File: src/rtl/esc_cmd_sequencer_if.sv
// Command handshake bundle for the ESC sequencer: valid/ready transfer of a signed period target.
interface esc_cmd_if #(
  parameter int DATA_WIDTH = 16
);
  logic                         cmd_valid;
  logic                         cmd_ready;
  logic signed [DATA_WIDTH-1:0] cmd_target;

  modport master (output cmd_valid, output cmd_target, input cmd_ready);
  modport slave  (input cmd_valid, input cmd_target, output cmd_ready);
endinterface

File: src/rtl/esc_cmd_sequencer.sv
// ESC command sequencer: all outputs registered, each decision appears one clk after its edge.
// cmd_ready is low outside IDLE/RUN; stall detection and FAULT exist only with ESC_STALL_DETECT_EN.
module esc_cmd_sequencer #(
  parameter int DATA_WIDTH   = 16,
  parameter int RAMP_DIV     = 1024,
  parameter int RAMP_STEP    = 64,
  parameter int DEAD_CYCLES  = 4096,
  parameter int STALL_CYCLES = 65535
) (
  input  logic                         clk,
  input  logic                         reset,
  esc_cmd_if.slave                     cmd,
  input  logic                         encoder_a,
  input  logic                         fault_clear,
  output logic                         pwm_en,
  output logic signed [DATA_WIDTH-1:0] period_reference,
  output logic                         fault,
  output logic [2:0]                   state
);
  localparam logic [2:0] IDLE  = 3'd0;
  localparam logic [2:0] RUN   = 3'd1;
  localparam logic [2:0] RAMP  = 3'd2;
  localparam logic [2:0] DEAD  = 3'd3;
  localparam logic [2:0] FAULT = 3'd4;

  localparam int DIV_W  = (RAMP_DIV > 1) ? $clog2(RAMP_DIV) : 1;
  localparam int DEAD_W = (DEAD_CYCLES > 1) ? $clog2(DEAD_CYCLES) : 1;
  localparam logic [DIV_W-1:0]             DIV_LAST  = DIV_W'(RAMP_DIV - 1);
  localparam logic [DEAD_W-1:0]            DEAD_LAST = DEAD_W'(DEAD_CYCLES - 1);
  localparam logic [DATA_WIDTH:0]          STEP_W    = (DATA_WIDTH+1)'(RAMP_STEP);
  localparam logic signed [DATA_WIDTH-1:0] STEP_D    = DATA_WIDTH'(RAMP_STEP);

  logic signed [DATA_WIDTH-1:0] ramp_target;
  logic signed [DATA_WIDTH-1:0] pending;
  logic [DIV_W-1:0]             div_cnt;
  logic [DEAD_W-1:0]            dead_cnt;
  logic                         accept;
  logic                         tgt_zero;
  logic                         tgt_same_sign;
  logic                         ramp_tick;
  logic                         dead_done;
  logic                         stall_hit;
  logic                         clear_req;
  logic signed [DATA_WIDTH:0]   ramp_diff;
  logic [DATA_WIDTH:0]          ramp_abs;
  logic                         ramp_close;
  logic signed [DATA_WIDTH-1:0] ramp_next;

  assign accept        = cmd.cmd_valid & cmd.cmd_ready;
  assign tgt_zero      = (cmd.cmd_target == '0);
  assign tgt_same_sign = (cmd.cmd_target[DATA_WIDTH-1] == period_reference[DATA_WIDTH-1]);
  assign ramp_tick     = (div_cnt == DIV_LAST);
  assign dead_done     = (dead_cnt == DEAD_LAST);

  // One extra bit keeps the distance exact across the whole signed range.
  assign ramp_diff  = {ramp_target[DATA_WIDTH-1], ramp_target}
                    - {period_reference[DATA_WIDTH-1], period_reference};
  assign ramp_abs   = ramp_diff[DATA_WIDTH] ? $unsigned(-ramp_diff) : $unsigned(ramp_diff);
  assign ramp_close = (ramp_abs <= STEP_W);
  assign ramp_next  = ramp_diff[DATA_WIDTH] ? (period_reference - STEP_D)
                                            : (period_reference + STEP_D);

`ifdef ESC_STALL_DETECT_EN
  localparam int STALL_W = $clog2(STALL_CYCLES + 1);
  localparam logic [STALL_W-1:0] STALL_LAST = STALL_W'(STALL_CYCLES - 1);
  localparam logic [STALL_W-1:0] STALL_MAX  = STALL_W'(STALL_CYCLES);

  logic               enc_s1;
  logic               enc_s2;
  logic               enc_s3;
  logic               enc_rise;
  logic               stall_active;
  logic [STALL_W-1:0] stall_cnt;

  assign enc_rise     = enc_s2 & ~enc_s3;
  assign stall_active = (state == RUN) || (state == RAMP);
  assign stall_hit    = stall_active && !enc_rise && (stall_cnt >= STALL_LAST);
  assign clear_req    = fault_clear;

  // Held at zero outside RUN/RAMP, so every entry to RUN from IDLE or DEAD starts a fresh count.
  always_ff @(posedge clk) begin
    if (reset) begin
      enc_s1    <= 1'b0;
      enc_s2    <= 1'b0;
      enc_s3    <= 1'b0;
      stall_cnt <= '0;
    end else begin
      enc_s1 <= encoder_a;
      enc_s2 <= enc_s1;
      enc_s3 <= enc_s2;
      if (!stall_active || enc_rise) begin
        stall_cnt <= '0;
      end else if (stall_cnt != STALL_MAX) begin
        stall_cnt <= stall_cnt + STALL_W'(1);
      end
    end
  end

  always_ff @(posedge clk) begin
    if (reset) begin
      fault <= 1'b0;
    end else if (stall_hit) begin
      fault <= 1'b1;
    end else if ((state == FAULT) && fault_clear) begin
      fault <= 1'b0;
    end
  end
`else
  logic unused_stall;

  assign unused_stall = encoder_a ^ fault_clear ^ (STALL_CYCLES == 0);
  assign stall_hit    = 1'b0;
  assign clear_req    = 1'b0;
  assign fault        = 1'b0;
`endif

  always_ff @(posedge clk) begin
    if (reset) begin
      state            <= IDLE;
      pwm_en           <= 1'b0;
      period_reference <= '0;
      cmd.cmd_ready    <= 1'b0;
      ramp_target      <= '0;
      pending          <= '0;
      div_cnt          <= '0;
      dead_cnt         <= '0;
    end else begin
      cmd.cmd_ready <= 1'b0;
      div_cnt       <= div_cnt + DIV_W'(1);
      dead_cnt      <= dead_cnt + DEAD_W'(1);
      case (state)
        IDLE: begin
          cmd.cmd_ready <= 1'b1;
          if (accept && !tgt_zero) begin
            state            <= RUN;
            pwm_en           <= 1'b1;
            period_reference <= cmd.cmd_target;
          end
        end
        RUN: begin
          cmd.cmd_ready <= 1'b1;
          if (stall_hit) begin
            state            <= FAULT;
            pwm_en           <= 1'b0;
            period_reference <= '0;
            cmd.cmd_ready    <= 1'b0;
          end else if (accept && (cmd.cmd_target != period_reference)) begin
            cmd.cmd_ready <= 1'b0;
            if (!tgt_zero && tgt_same_sign) begin
              state       <= RAMP;
              ramp_target <= cmd.cmd_target;
              div_cnt     <= '0;
            end else begin
              // Reversal or stop: coast with drive off before anything new is applied.
              state            <= DEAD;
              pending          <= cmd.cmd_target;
              dead_cnt         <= '0;
              pwm_en           <= 1'b0;
              period_reference <= '0;
            end
          end
        end
        RAMP: begin
          if (stall_hit) begin
            state            <= FAULT;
            pwm_en           <= 1'b0;
            period_reference <= '0;
          end else if (ramp_tick) begin
            div_cnt <= '0;
            if (ramp_close) begin
              state            <= RUN;
              period_reference <= ramp_target;
              cmd.cmd_ready    <= 1'b1;
            end else begin
              period_reference <= ramp_next;
            end
          end
        end
        DEAD: begin
          if (dead_done) begin
            cmd.cmd_ready <= 1'b1;
            if (pending == '0) begin
              state <= IDLE;
            end else begin
              state            <= RUN;
              pwm_en           <= 1'b1;
              period_reference <= pending;
            end
          end
        end
        FAULT: begin
          if (clear_req) begin
            state         <= IDLE;
            cmd.cmd_ready <= 1'b1;
          end
        end
        default: begin
          state            <= IDLE;
          pwm_en           <= 1'b0;
          period_reference <= '0;
        end
      endcase
    end
  end

  // Structural invariants of the output encoding.
  ready_only_idle_run: assert property (@(posedge clk) disable iff (reset)
    cmd.cmd_ready |-> ((state == IDLE) || (state == RUN)));
  drive_off_zero_ref: assert property (@(posedge clk) disable iff (reset)
    !pwm_en |-> (period_reference == '0));
endmodule

File: src/flat_wrapper.sv
// flat-port wrapper written by rule: the top's interface ports become plain ports
module esc_cmd_sequencer_flat 
#(
  parameter int DATA_WIDTH   = 16,
  parameter int RAMP_DIV     = 1024,
  parameter int RAMP_STEP    = 64,
  parameter int DEAD_CYCLES  = 4096,
  parameter int STALL_CYCLES = 65535
)
  (clk, reset, encoder_a, fault_clear, pwm_en, period_reference, fault, state, cmd_cmd_valid, cmd_cmd_target, cmd_cmd_ready);
  esc_cmd_if #(.DATA_WIDTH(DATA_WIDTH)) cmd_i ();
  input  logic clk;
  input  logic reset;
  input  logic encoder_a;
  input  logic fault_clear;
  output logic pwm_en;
  output logic signed [DATA_WIDTH-1:0] period_reference;
  output logic fault;
  output logic [2:0] state;
  input wire logic [$bits(cmd_i.cmd_valid)-1:0] cmd_cmd_valid;
  input wire logic [$bits(cmd_i.cmd_target)-1:0] cmd_cmd_target;
  output wire logic [$bits(cmd_i.cmd_ready)-1:0] cmd_cmd_ready;
  assign cmd_i.cmd_valid = cmd_cmd_valid;
  assign cmd_i.cmd_target = cmd_cmd_target;
  assign cmd_cmd_ready = cmd_i.cmd_ready;
  esc_cmd_sequencer #(.DATA_WIDTH(DATA_WIDTH), .RAMP_DIV(RAMP_DIV), .RAMP_STEP(RAMP_STEP), .DEAD_CYCLES(DEAD_CYCLES), .STALL_CYCLES(STALL_CYCLES)) u_core (.clk(clk), .reset(reset), .cmd(cmd_i), .encoder_a(encoder_a), .fault_clear(fault_clear), .pwm_en(pwm_en), .period_reference(period_reference), .fault(fault), .state(state));
endmodule
File: config.mk
export PLATFORM = sky130hd
export DESIGN_NAME = esc_cmd_sequencer_flat
export DESIGN_NICKNAME = d
export VERILOG_FILES = /design/src/rtl/esc_cmd_sequencer_if.sv /design/src/rtl/esc_cmd_sequencer.sv /design/src/flat_wrapper.sv
export SDC_FILE = /design/constraint.sdc
export NUM_CORES = 1
export LEC_CHECK = 0
export CORE_AREA = 2 2 120 122
export CTS_CLUSTER_DIAMETER = 120
export DETAILED_ROUTE_END_ITERATION = 10
export DIE_AREA = 0 0 122 124
export PLACE_DENSITY_LB_ADDON = 0.12
export SETUP_SLACK_MARGIN = 0.4
export SLEW_MARGIN = 25
export SYNTH_ARGS = -nofsm -noshare
export SYNTH_HDL_FRONTEND = slang
export SYNTH_SLANG_ARGS = --single-unit
File: constraint.sdc
create_clock -name clk -period 4.9 [get_ports clk]
set_clock_uncertainty 0.1 [all_clocks]
set_input_delay 0.49 -clock clk [delete_from_list [all_inputs] [get_ports clk]]
set_output_delay 0.49 -clock clk [all_outputs]
set_load 0.02 [all_outputs]
Word level (Yosys, flattened, before mapping)
Index checks and enable logic that the tools add are counted.
- register bits: 75
- output and inout port bits: 22
- logic and storage cells: 83
- add/sub/neg operators: 6
- $lt $le $gt $ge: 1
- equality and inequality tests: 15
- multiplexer cells: 36
- bitwise gates (word level): 4
- reductions and logical operators: 13
- operator list (kind ; count):
    2-to-1 mux 16 bit ; 8
    one-hot mux 16 bit (5 select lines) ; 1
    2-to-1 mux 12 bit ; 3
    logical NOT 16 bit ; 2
    2-to-1 mux 10 bit ; 3
    one-hot mux 10 bit (2 select lines) ; 1
    <= comparator 17 x 7 -> 1 bit (second input constant) ; 1
    2-to-1 mux 17 bit ; 1
    negator 17 bit ; 1
    subtractor 16 x 16 -> 17 bit ; 1
    adder 16 x 8 -> 16 bit (second input constant) ; 1
    inequality test 16 bit ; 1
    subtractor 16 x 8 -> 16 bit (second input constant) ; 1
    2-to-1 mux 3 bit ; 5
    one-hot mux 3 bit (5 select lines) ; 1
    adder 12 x 1 -> 12 bit (second input constant) ; 1
    equality test 12 bit (second input constant) ; 1
    AND reduction 6 bit ; 2
    2-to-1 mux 1 bit ; 11
    adder 10 x 1 -> 10 bit (second input constant) ; 1
    equality test 10 bit (second input constant) ; 1
    inequality test 2 x 1 -> 1 bit (second input constant) ; 5
    one-hot mux 1 bit (4 select lines) ; 2
    AND reduction 7 bit ; 1
    other kinds (12) ; 19

Logic depth before layout (Yosys ltp)
- depth in word-level cells: 7
- mapped depth: 20
- depth with buffers taken out: 19

Least setup slack after synthesis
OpenSTA, ideal clock, no wires.
- kind: register to register
- from: register u_core.period_reference[9]
- to: register u_core.period_reference[0]
- data arrival time: 4.189 ns
- slack: 0.540 ns
- cell stages (with the launch flop): 19
- path buffers: 4
- clock period less this slack: 4.360 ns
- path through: dfxtp_1 > inv_1 > ha_1 > clkbuf_1 > a21oi_1 > o21ai_0 > or2_2 > o21ba_2 > buf_2 > inv_1 > and2_1 > nand4_1 > o211a_1 > or4_4 > or4_4 > buf_6 > buf_6 > o31ai_1 > o2bb2ai_1
- cells in the longest elaborated chain, start to end: 7
- RTL lines (what ; line ; text):
    start, declared ; esc_cmd_sequencer.sv:16 ; output logic signed [DATA_WIDTH-1:0] period_reference,
    start signal, assigned ; esc_cmd_sequencer.sv:137 ; period_reference <= cmd.cmd_target;
    start signal, assigned ; esc_cmd_sequencer.sv:172 ; period_reference <= ramp_target;
    start signal, assigned ; esc_cmd_sequencer.sv:175 ; period_reference <= ramp_next;
    subtractor 16 x 16 -> 17 bit ; esc_cmd_sequencer.sv:57 ; - {period_reference[DATA_WIDTH-1], period_reference};
    negator 17 bit ; esc_cmd_sequencer.sv:58 ; assign ramp_abs = ramp_diff[DATA_WIDTH] ? $unsigned(-ramp_diff) : $unsigned(ramp_diff);
    2-to-1 mux 17 bit ; esc_cmd_sequencer.sv:58 ;
    <= comparator 17 x 7 -> 1 bit ; esc_cmd_sequencer.sv:59 ; assign ramp_close = (ramp_abs <= STEP_W);
    2-to-1 mux 16 bit ; esc_cmd_sequencer.sv:170 ; if (ramp_close) begin
    2-to-1 mux 16 bit ; esc_cmd_sequencer.sv:168 ; end else if (ramp_tick) begin
    one-hot mux 16 bit (5 select lines) ; esc_cmd_sequencer.sv:131 ; case (state)
Parallel ways exist; a longest one is shown, timed or not. The select of a mux whose other input is x is not followed.
A chain may end at the register's enable or synchronous reset.

Worst setup path in the final report
- from: register u_core.ramp_target[0]
- to: register u_core.state[1]
- cells in the longest elaborated chain, start to end: 6
- RTL lines (what ; line ; text):
    start, declared ; esc_cmd_sequencer.sv:33 ; logic signed [DATA_WIDTH-1:0] ramp_target;
    start signal, assigned ; esc_cmd_sequencer.sv:151 ; ramp_target <= cmd.cmd_target;
    subtractor 16 x 16 -> 17 bit (*) ; esc_cmd_sequencer.sv:57 ;
    negator 17 bit ; esc_cmd_sequencer.sv:58 ;
    2-to-1 mux 17 bit (*) ; esc_cmd_sequencer.sv:58 ;
    <= comparator 17 x 7 -> 1 bit (*) ; esc_cmd_sequencer.sv:59 ;
    inequality test 2 x 1 -> 1 bit (no source line) (*) ; -- ;
    AND reduction 6 bit (no source line) (*) ; -- ;
    end signal, assigned ; esc_cmd_sequencer.sv:119 ; state <= IDLE;
    end signal, assigned ; esc_cmd_sequencer.sv:135 ; state <= RUN;
    end signal, assigned ; esc_cmd_sequencer.sv:143 ; state <= FAULT;
    end, declared ; esc_cmd_sequencer.sv:18 ; output logic [2:0] state
Mark *: on every way between the ends. The rest lies on a longest branch, timed or not.

==> metrics <==
Post-synth EDFFs=0; n_diodes=0; dpl hpwl=between 10 and 15 mm; setup repair after global routing missed its margin=no; Worst-Margin Slew=around 1.1 ns; crit-path max cell delay=0.61 ns; CP top delay family=simple AND/OR/NAND/NOR gates; register area share after synthesis=0.2883; post-layout net count=731; row count=43; Synth cell types=66; Initial Util=0.3746; cell area after synthesis=5139 sq um; Worst Path Buf+Inv=2; Most common cell on crit path=or4_4; Final Hold Viols=0; xor/xnor share of the synthesized area=0.1020; largest family of logic cells by synthesized area=simple AND/OR/NAND/NOR gates; worst setup path class=flip-flop to flip-flop; Synth Warn #=0; WP data required=5.07 ns; Hold WC Path Type=flip-flop to flip-flop; first drt pass iteration count=5; Area Growth Syn to Fin=26.71%; vias=4687; max_cap viols=0; first-pass GRT wire length=22.74 mm; Die Wd=122 um; total CTS buffers=9; routability cong.=approximately 0.8; aggregate global-route resource usage=0.1911; Crit Path Max Fanout=8; CTS Sinks=between 70 and 80; Reg clk slew, reported paths=0.06 ns; Crit. End Element=flip-flop; cell count after synthesis=between 600 and 700; Critical Path Slowest Stage Cell=or4_4; Core ar.=13720 sq um; Adder-Cell Fraction of Synth Area=0.08571; Fmax=about 230 MHz; # H-tree levels=3; fin crit share=0.8904; Iter 0 DRT Violations=260; worst path cell trace=inv_2 > ha_4 > fa_2 > nor2b_4 > o221ai_4 > and2b_2 > xnor2_4 > or3_4 > o21a_1 > o211a_1 > or4_4 > or4_4 > clkbuf_16 > a21oi_2 > mux2i_1; Synth Area in Compound Gates=0.1921; maximum clock path buffer count=2; WL/cell=16.71 um; Synth async-reset ratio=0; DRC=0; Final Slew Violations=0; setup violators final=0; Die H=124 um; number of buffers added on ports=38; CTS tree=built; #FFs+latches synth=between 70 and 80; root buf cell=clkbuf_16; final WL=14.39 mm; crit path DAT=4.53 ns; die area=15130 sq um; Syn Area/Cell=slightly above 8 sq um; Post-DRT Antenna Nets=0; IO Pins=43; setup TNS=0 ns; top_reg_cell synth=dfxtp_1; fraction of the mapped netlist area in simple logic gates=0.2001; post-synthesis mux area share=0.08376; share of layout cells above drive strength 1=0.1527; Via density=5.444; largest net degree at the start of global routing=23; status=complete, no violations; initial antenna violation count=0; fin crit period=4.363 ns; Critical Path Start Type=flip-flop; vias in the first global route=4606; Slew Limit Headroom=0.2907; total grt overflow=0; cts hold-fix bufs=0; Clk Latency, worst-skew pair=0.34 ns
## kinds of logic after synthesis
family                     Yosys count
adders and majority gates           34
xor gates and xnor gates            59
DFF                                 74
buffers and inverters               58
muxes                               43
other                                1
AOI/OAI and AO/OA                  141
and+or+nand+nor                    210
## worst reg2reg max path, cell delays in order (launching register included)
cell	delay, ns
dfxtp_1	0.34
inv_2	0.06
ha_4	0.16
fa_2	0.42
nor2b_4	0.18
o221ai_4	0.15
and2b_2	0.27
xnor2_4	0.18
or3_4	0.40
o21a_1	0.18
o211a_1	0.20
or4_4	0.48
or4_4	0.61
clkbuf_16	0.21
a21oi_2	0.17
mux2i_1	0.19
## per-stage QoR
stage | instances | hold WS, ns | setup slack, ns | instance area (sq um) | util
finish | 861 | 0.3618 | 0.5368 | 6511 | 0.4746
global placement | 825 | 0.3424 | 0.2431 | 5732 | 0.4178
global route | 861 | 0.3930 | 0.3682 | 6511 | 0.4746
detailed placement | 825 | 0.3553 | 0.1479 | 5732 | 0.4178
floorplan | 621 | 0.3297 | 0.5404 | 5142 | -
CTS | 847 | 0.3693 | 0.4388 | 6178 | 0.4503
## synth_stat cells (3+ instances only)
cell / instances / area (sq um)
and2_1: 4 / 25.02
nor4_1: 16 / 100.1
mux2i_1: 43 / 430.4
nand2_1: 35 / 131.4
xnor2_1: 28 / 245.2
a21oi_2: 3 / 26.28
ha_1: 32 / 400.4
nand4_1: 5 / 31.28
a21o_1: 11 / 82.58
inv_1: 29 / 108.9
dfxtp_1: 74 / 1481
o2bb2ai_1: 6 / 52.55
a21oi_1: 23 / 115.1
a211oi_1: 6 / 45.04
o22ai_1: 3 / 18.77
o21ai_0: 17 / 85.08
nand2b_1: 3 / 18.77
a22oi_1: 17 / 127.6
or3_1: 3 / 18.77
and3_1: 13 / 81.33
o21a_1: 5 / 37.54
nor2_1: 74 / 277.8
clkbuf_1: 21 / 78.83
nor3_1: 17 / 85.08
or2_2: 4 / 25.02
o31ai_1: 12 / 90.09
xor2_1: 30 / 262.8
a31oi_1: 12 / 75.07
nand3_1: 20 / 100.1
## layer usage
| metal | wire length (um) | global-route usage |
|---|---|---|
| met5 | 0 | 0 |
| met4 | 296 | 0.07902 |
| met3 | 429 | 0.01832 |
| met2 | 7036 | 0.3369 |
| met1 | 6624 | 0.2388 |
## cell usage in the layout, fill, tap and decap left out, types with 27 or more instances in the layout
master	instances
xor2_1	29
xnor2_1	27
nor2_1	72
dfxtp_1	73
buf_4	32
nand2_1	35
inv_1	27
clkdlybuf4s50_1	38
ha_1	27
mux2i_1	43
## cell type report
cell class	count	area [sq um]
Clock buffer	10	229.0
Clock inverter	6	115.1
Fill cell	1355	7208
Inverter	29	112.6
Multi-Input combinational cell	489	3656
Sequential cell	74	1483
Tap cell	180	225.2
Timing Repair Buffer	73	690.7
## sequential cells by signal, indices dropped and copies added, names as in the netlist
name,cells
u_core.cmd.cmd_ready,1
u_core.dead_cnt,12
u_core.pwm_en,1
u_core.ramp_target,16
u_core.period_reference,16
u_core.state,2
u_core.div_cnt,10
u_core.pending,16
## worst paths after layout
kind                              start            endpoint  slack, ns  cells past startpoint
setup reg to reg  u_core.ramp_target[0]     u_core.state[1]       0.54                     15
hold reg to reg      u_core.dead_cnt[0]  u_core.dead_cnt[0]       0.36                      1
setup / recovery  u_core.ramp_target[0]     u_core.state[1]       0.54                     15
hold / removal       u_core.dead_cnt[0]  u_core.dead_cnt[0]       0.36                      1
## timing repair
item,4_1_cts,5_1_grt
setup buffers,6,12
gates cloned,0,2
gates resized for setup,8,38
pin swaps,2,15
setup endpoints to repair,18,19
endpoints found under the hold margin,0,0
Power is left out: the tool's default activity adds up to more than one toggle a clock period on the data nets, which glitch-free logic cannot reach.
